## src/rtl/mlp_pkg.sv

```systemverilog
// mlp_pkg: shared constants, framer state and sign-magnitude type for the denoiser MLP.
package mlp_pkg;
    localparam int N1 = 98;
    localparam int N2 = 16;
    localparam int W_X = 4;
    localparam int W_K = 4;
    localparam int D1 = 6;
    localparam int D2 = 5;
    localparam int LAT = D1 + D2 + 1;
    typedef enum logic {FILL, RUN} framer_state_t;
    typedef struct packed {
        logic           pol;
        logic [W_X-1:0] mag;
    } sign_mag_t;
endpackage

```

## src/rtl/sign_mag_split.sv

```systemverilog
// sign_mag_split: two's-complement sample to sign-magnitude.
// MLP_FRAMER_SATURATE_EN clamps the most-negative magnitude instead of truncating it.
module sign_mag_split
    import mlp_pkg::*;
#(
    parameter int W_X = mlp_pkg::W_X
) (
    input  logic [W_X:0]   i_data,
    output logic           o_pol,
    output logic [W_X-1:0] o_mag
);
    logic [W_X-1:0] w_neg;
    assign w_neg = ~i_data[W_X-1:0] + 1'b1;
    assign o_pol = i_data[W_X];
`ifdef MLP_FRAMER_SATURATE_EN
    // low bits all zero with the sign set is -2^W_X, whose magnitude does not fit
    assign o_mag = !o_pol ? i_data[W_X-1:0] : (i_data[W_X-1:0] == '0) ? '1 : w_neg;
`else
    assign o_mag = o_pol ? w_neg : i_data[W_X-1:0];
`endif
endmodule

```

## src/rtl/mlp_98_framer.sv

```systemverilog
// mlp_98_framer: sliding-window framer feeding the 98-input MLP, with latency-matched y_valid.
// Optional macro MLP_FRAMER_SATURATE_EN (in sign_mag_split) saturates the most-negative sample.
module mlp_98_framer
    import mlp_pkg::*;
#(
    parameter int N1     = mlp_pkg::N1,
    parameter int W_X    = mlp_pkg::W_X,
    parameter int W_S    = W_X + 1,
    parameter int STRIDE = 1,
    parameter int LAT    = mlp_pkg::LAT,
    parameter int W_IDX  = 8
) (
    input  logic                        clk,
    input  logic                        rst,
    input  logic                        s_valid,
    input  logic [W_S-1:0]              s_data,
    input  logic                        flush,
    output logic [N1/2-1:0][W_X-1:0]    in_mag,
    output logic [N1/2-1:0]             in_pol,
    output logic                        frame_valid,
    output logic [W_IDX-1:0]            frame_idx,
    output logic                        y_valid
);
    localparam int D = N1 / 2;
    localparam int W_F = $clog2(D);
    localparam int W_SC = $clog2(STRIDE) + 1;
    localparam logic [W_F-1:0] FILL_LAST = W_F'(D - 1);
    localparam logic [W_SC-1:0] STRIDE_LAST = W_SC'(STRIDE - 1);

    framer_state_t         r_state, w_state_nxt;
    logic [W_F-1:0]        r_fill_cnt, w_fill_nxt;
    logic [W_SC-1:0]       r_stride_cnt, w_stride_nxt;
    logic [D-1:0][W_X-1:0] r_mag;
    logic [D-1:0]          r_pol;
    logic                  r_frame_valid;
    logic [W_IDX-1:0]      r_frame_idx;
    logic [LAT-1:0]        r_yv_sr;
    logic                  w_frame, w_pol;
    logic [W_X-1:0]        w_mag;

    sign_mag_split #(.W_X(W_X)) u_split (
        .i_data (s_data),
        .o_pol  (w_pol),
        .o_mag  (w_mag)
    );

    always_comb begin
        w_state_nxt  = r_state;
        w_fill_nxt   = r_fill_cnt;
        w_stride_nxt = r_stride_cnt;
        w_frame      = 1'b0;
        if (flush) begin
            w_state_nxt  = FILL;
            w_fill_nxt   = '0;
            w_stride_nxt = '0;
        end else if (s_valid && r_state == FILL) begin
            w_frame     = (r_fill_cnt == FILL_LAST);
            w_fill_nxt  = w_frame ? '0 : r_fill_cnt + 1'b1;
            w_state_nxt = w_frame ? RUN : FILL;
        end else if (s_valid) begin
            w_frame      = (r_stride_cnt == STRIDE_LAST);
            w_stride_nxt = w_frame ? '0 : r_stride_cnt + 1'b1;
        end
    end

    always_ff @(posedge clk) begin
        if (rst) begin
            r_state       <= FILL;
            r_fill_cnt    <= '0;
            r_stride_cnt  <= '0;
            r_mag         <= '0;
            r_pol         <= '0;
            r_frame_valid <= 1'b0;
            r_frame_idx   <= '0;
            r_yv_sr       <= '0;
        end else begin
            r_state       <= w_state_nxt;
            r_fill_cnt    <= w_fill_nxt;
            r_stride_cnt  <= w_stride_nxt;
            r_frame_valid <= w_frame;
            r_frame_idx   <= r_frame_idx + W_IDX'(r_frame_valid);
            // flush leaves this pipeline alone so frames already handed to the MLP still report
            r_yv_sr       <= {r_yv_sr[LAT-2:0], r_frame_valid};
            if (flush) begin
                r_mag <= '0;
                r_pol <= '0;
            end else if (s_valid) begin
                r_mag <= {w_mag, r_mag[D-1:1]};
                r_pol <= {w_pol, r_pol[D-1:1]};
            end
        end
    end

    assign in_mag      = r_mag;
    assign in_pol      = r_pol;
    assign frame_valid = r_frame_valid;
    assign frame_idx   = r_frame_idx;
    assign y_valid     = r_yv_sr[LAT-1];
endmodule

```

## config.mk

```make
export PLATFORM = sky130hd
export DESIGN_NAME = mlp_98_framer
export DESIGN_NICKNAME = d
export VERILOG_FILES = /design/src/rtl/mlp_pkg.sv /design/src/rtl/sign_mag_split.sv /design/src/rtl/mlp_98_framer.sv
export SDC_FILE = /design/constraint.sdc
export NUM_CORES = 1
export LEC_CHECK = 0
export ABC_AREA = 1
export CAP_MARGIN = 25
export CORE_AREA = 4 4 150 188
export CTS_CLUSTER_DIAMETER = 100
export DETAILED_ROUTE_END_ITERATION = 7
export DIE_AREA = 0 0 154 192
export GPL_ROUTABILITY_DRIVEN = 0
export PLACE_DENSITY = 0.81
export SLEW_MARGIN = 20
export SYNTH_ARGS = -nofsm -noshare
export SYNTH_HDL_FRONTEND = slang
export SYNTH_HIERARCHICAL = 1
export SYNTH_SLANG_ARGS = --single-unit
```

## constraint.sdc

```tcl
create_clock -name clk -period 1.1 [get_ports clk]
set_clock_uncertainty 0.05 [all_clocks]
set_input_delay 0.33 -clock clk [delete_from_list [all_inputs] [get_ports clk]]
set_output_delay 0.33 -clock clk [all_outputs]
set_load 0.01 [all_outputs]
```

==> results.json <==
{
  "status": "finished, violations left",
  "violations": "setup timing",
  "seqCellArea_sq_mm": 0.005809,
  "fin_setup_tns_ns": -64.55,
  "finalSetupViolCount": 294,
  "io_buffer_count": 263,
  "setup_ws_ns": -0.2869,
  "clkSinkCount": 273,
  "required_ns": 0.72,
  "path_clk_slew_ns": 0.07,
  "path_delay_family": "flip-flops",
  "drt_iter0_drc": 511,
  "grt_pass1_wl_mm": 52.17,
  "hold_class": "input port to flip-flop",
  "drc": 0,
  "drive_above_1_share_pct": 64.11,
  "cts_buffers": 27,
  "min_period_ns": 1.387,
  "dieHeight_um": 192,
  "crit_chain": "buf_6",
  "rsz0062_at_grt": "true",
  "yosysWarnings": 6,
  "fill_cells": 1835,
  "final_max_slew_viol_count": 0,
  "hold_path_depth": 3,
  "worstMarginPinSlew_ns": 0.2908,
  "fp.dieW_um": 154,
  "clk_latency_ns": 0.52,
  "layout.cells.most_common": "nand2_1",
  "seq_area_frac_synth_pct": 52.26,
  "r2r.worst_path.cells": 7,
  "arrival_ns": 1.01,
  "nNetsFinal": 1810,
  "ant_nets": 0,
  "dp_cells": 2010,
  "routedWlPerCell_um": 16.47,
  "crit_path_top_delay_cell": "dfxtp_2",
  "grt_overflow": 0,
  "grt_max_degree": 64,
  "grtUsageTotal_pct": 21.09,
  "io_pins": 264,
  "syn_to_final_growth_pct": 70.16,
  "dp_hpwl_mm": 20.60,
  "power_mw": 20.71,
  "startpoint_type": "flip-flop",
  "maxCapViolations": 0,
  "holdWs_ns": 0.07398,
  "ys_types": 22,
  "slew_headroom_pct": 80.62,
  "multi_input_area_sq_mm": 0.004382,
  "cp_max_fo": 2,
  "viasPerCell": 4.858,
  "leakage_nw": 7.107,
  "grt_pass1_vias": 10330,
  "antenna_found_initial": 0,
  "critical_path_depth": 1,
  "clock-root-buffer": "clkbuf_16",
  "rows": 67,
  "ys_seq_elements": 273,
  "layout_common_cells": "507 x nand2_1, 354 x buf_4, 266 x buf_6, 248 x dfxtp_2, 203 x a21oi_2",
  "finalInstanceArea_sq_mm": 0.01779,
  "clock.fmax_ghz": 0.7211,
  "start_util_pct": 39.35,
  "syn_inst": 1208,
  "fp.dieArea_sq_mm": 0.02957,
  "period_share_pct": 126.1,
  "place_ws_ns": -0.5666,
  "hold_viol": 0,
  "wirelength_mm": 35.56,
  "clk_path_buf_depth": 3,
  "postSynthAreaPerCell_sq_um": 8.657,
  "path_class": "flip-flop to primary output",
  "synthesis.area_sq_mm": 0.01046,
  "cts.hold.buffers_added": 0,
  "cts_tree": "yes",
  "num_antenna_cells": 0,
  "cpPeakStageDelay_ns": 0.37,
  "finish.utilization_pct": 66.96,
  "critPathCaptureType": "primary output",
  "drtPass1Iterations": 6,
  "fp.coreArea_sq_mm": 0.02657,
  "path_buf_inv": 1,
  "layout.cells.non_filler": 2159,
  "synth.net_count": 1222,
  "htreeDepth": 1,
  "vias": 10490,
  "ir_drop_v": 0.001067,
  "p_per_area_mw_per_mm2": 1164,
  "place_area_sq_mm": 0.01525
}
[flip-flops by register name (all words and copies together) (netlist names)]
name         cells
in_mag         196
in_pol          49
r_yv_sr         12
frame_idx        8
r_fill_cnt       6
frame_valid      1
r_state          1
[final cells by class]
class	instances	share of cell area, %
repair buffers	645	34.33
flip-flops and latches	273	32.65
multi-input cells	817	24.62
clock buffers	33	3.923
well taps	345	2.426
clock inverters	14	1.301
inverters	32	0.7453
[metal layers]
layer | up-vias | track usage, % | wire (um) | part of all wire (%)
met5 | - | 0 | 0 | 0
met4 | 0 | 5.403 | 793 | 2.2
met3 | 62 | 5.657 | 2772 | 7.8
met2 | 400 | 38.58 | 18450 | 52
met1 | 5007 | 24.34 | 13550 | 38
li1 | 5019 | - | - | -
[cell usage after synthesis]
master | instances | area share (%)
buf_4 | 8 | 0.57
nor2_2 | 1 | 0.060
buf_2 | 48 | 2.3
nand4_1 | 2 | 0.12
nor2_1 | 25 | 0.90
nor3_1 | 2 | 0.096
ha_1 | 5 | 0.60
inv_2 | 2 | 0.072
a21oi_1 | 54 | 2.6
a21oi_2 | 200 | 17
xnor2_1 | 2 | 0.17
inv_1 | 30 | 1.1
clkbuf_1 | 3 | 0.11
buf_6 | 27 | 2.9
nand4_2 | 1 | 0.12
dfxtp_1 | 273 | 52
xor2_1 | 2 | 0.17
nand2_1 | 509 | 18
o21ai_0 | 5 | 0.24
nor2_4 | 1 | 0.11
nor2_8 | 1 | 0.19
nand3_1 | 7 | 0.33
[final timing paths]
| kind | start | end | slack (ns) |
|---|---|---|---|
| worst max register to register | frame_idx[0]$_SDFF_PP0_ | frame_idx[6]$_SDFF_PP0_ | -0.24 |
| worst min-delay path | s_valid | frame_valid$_SDFF_PP0_ | 0.07 |
| worst min register to register | r_yv_sr[5]$_SDFF_PP0_ | r_yv_sr[6]$_SDFF_PP0_ | 0.35 |
| worst max-delay path | in_mag[138]$_SDFFE_PP0P_ | in_mag[138] | -0.29 |
[cells by family (layout without fill, tap and decap cells)]
kind of cell	Yosys count	in the layout	synth area share, %
AO/OA/AOI/OAI	259	259	19.57
buffers and inverters	118	724	7.035
adder cells (fa/ha/maj)	5	5	0.5982
XOR/XNOR	4	4	0.3351
flip-flops	273	273	52.26
AND/OR/NAND/NOR	549	549	20.20
[where the power goes]
part	total, mW	internal [mW]	switching, mW
sequential	9.88	9.87	0.0106
combinational	0.996	0.333	0.663
clock	9.84	5.92	3.92
total	20.7	16.1	4.59
[repair_timing]
action                                  in CTS  in global routing
gates cloned                                 0                  5
endpoints found under the setup margin     262                428
resized for setup                         1564                 34
pin swaps                                    2                 15
buffers inserted                            41                 56
No activity file was read; power rests on OpenSTA's default activity.
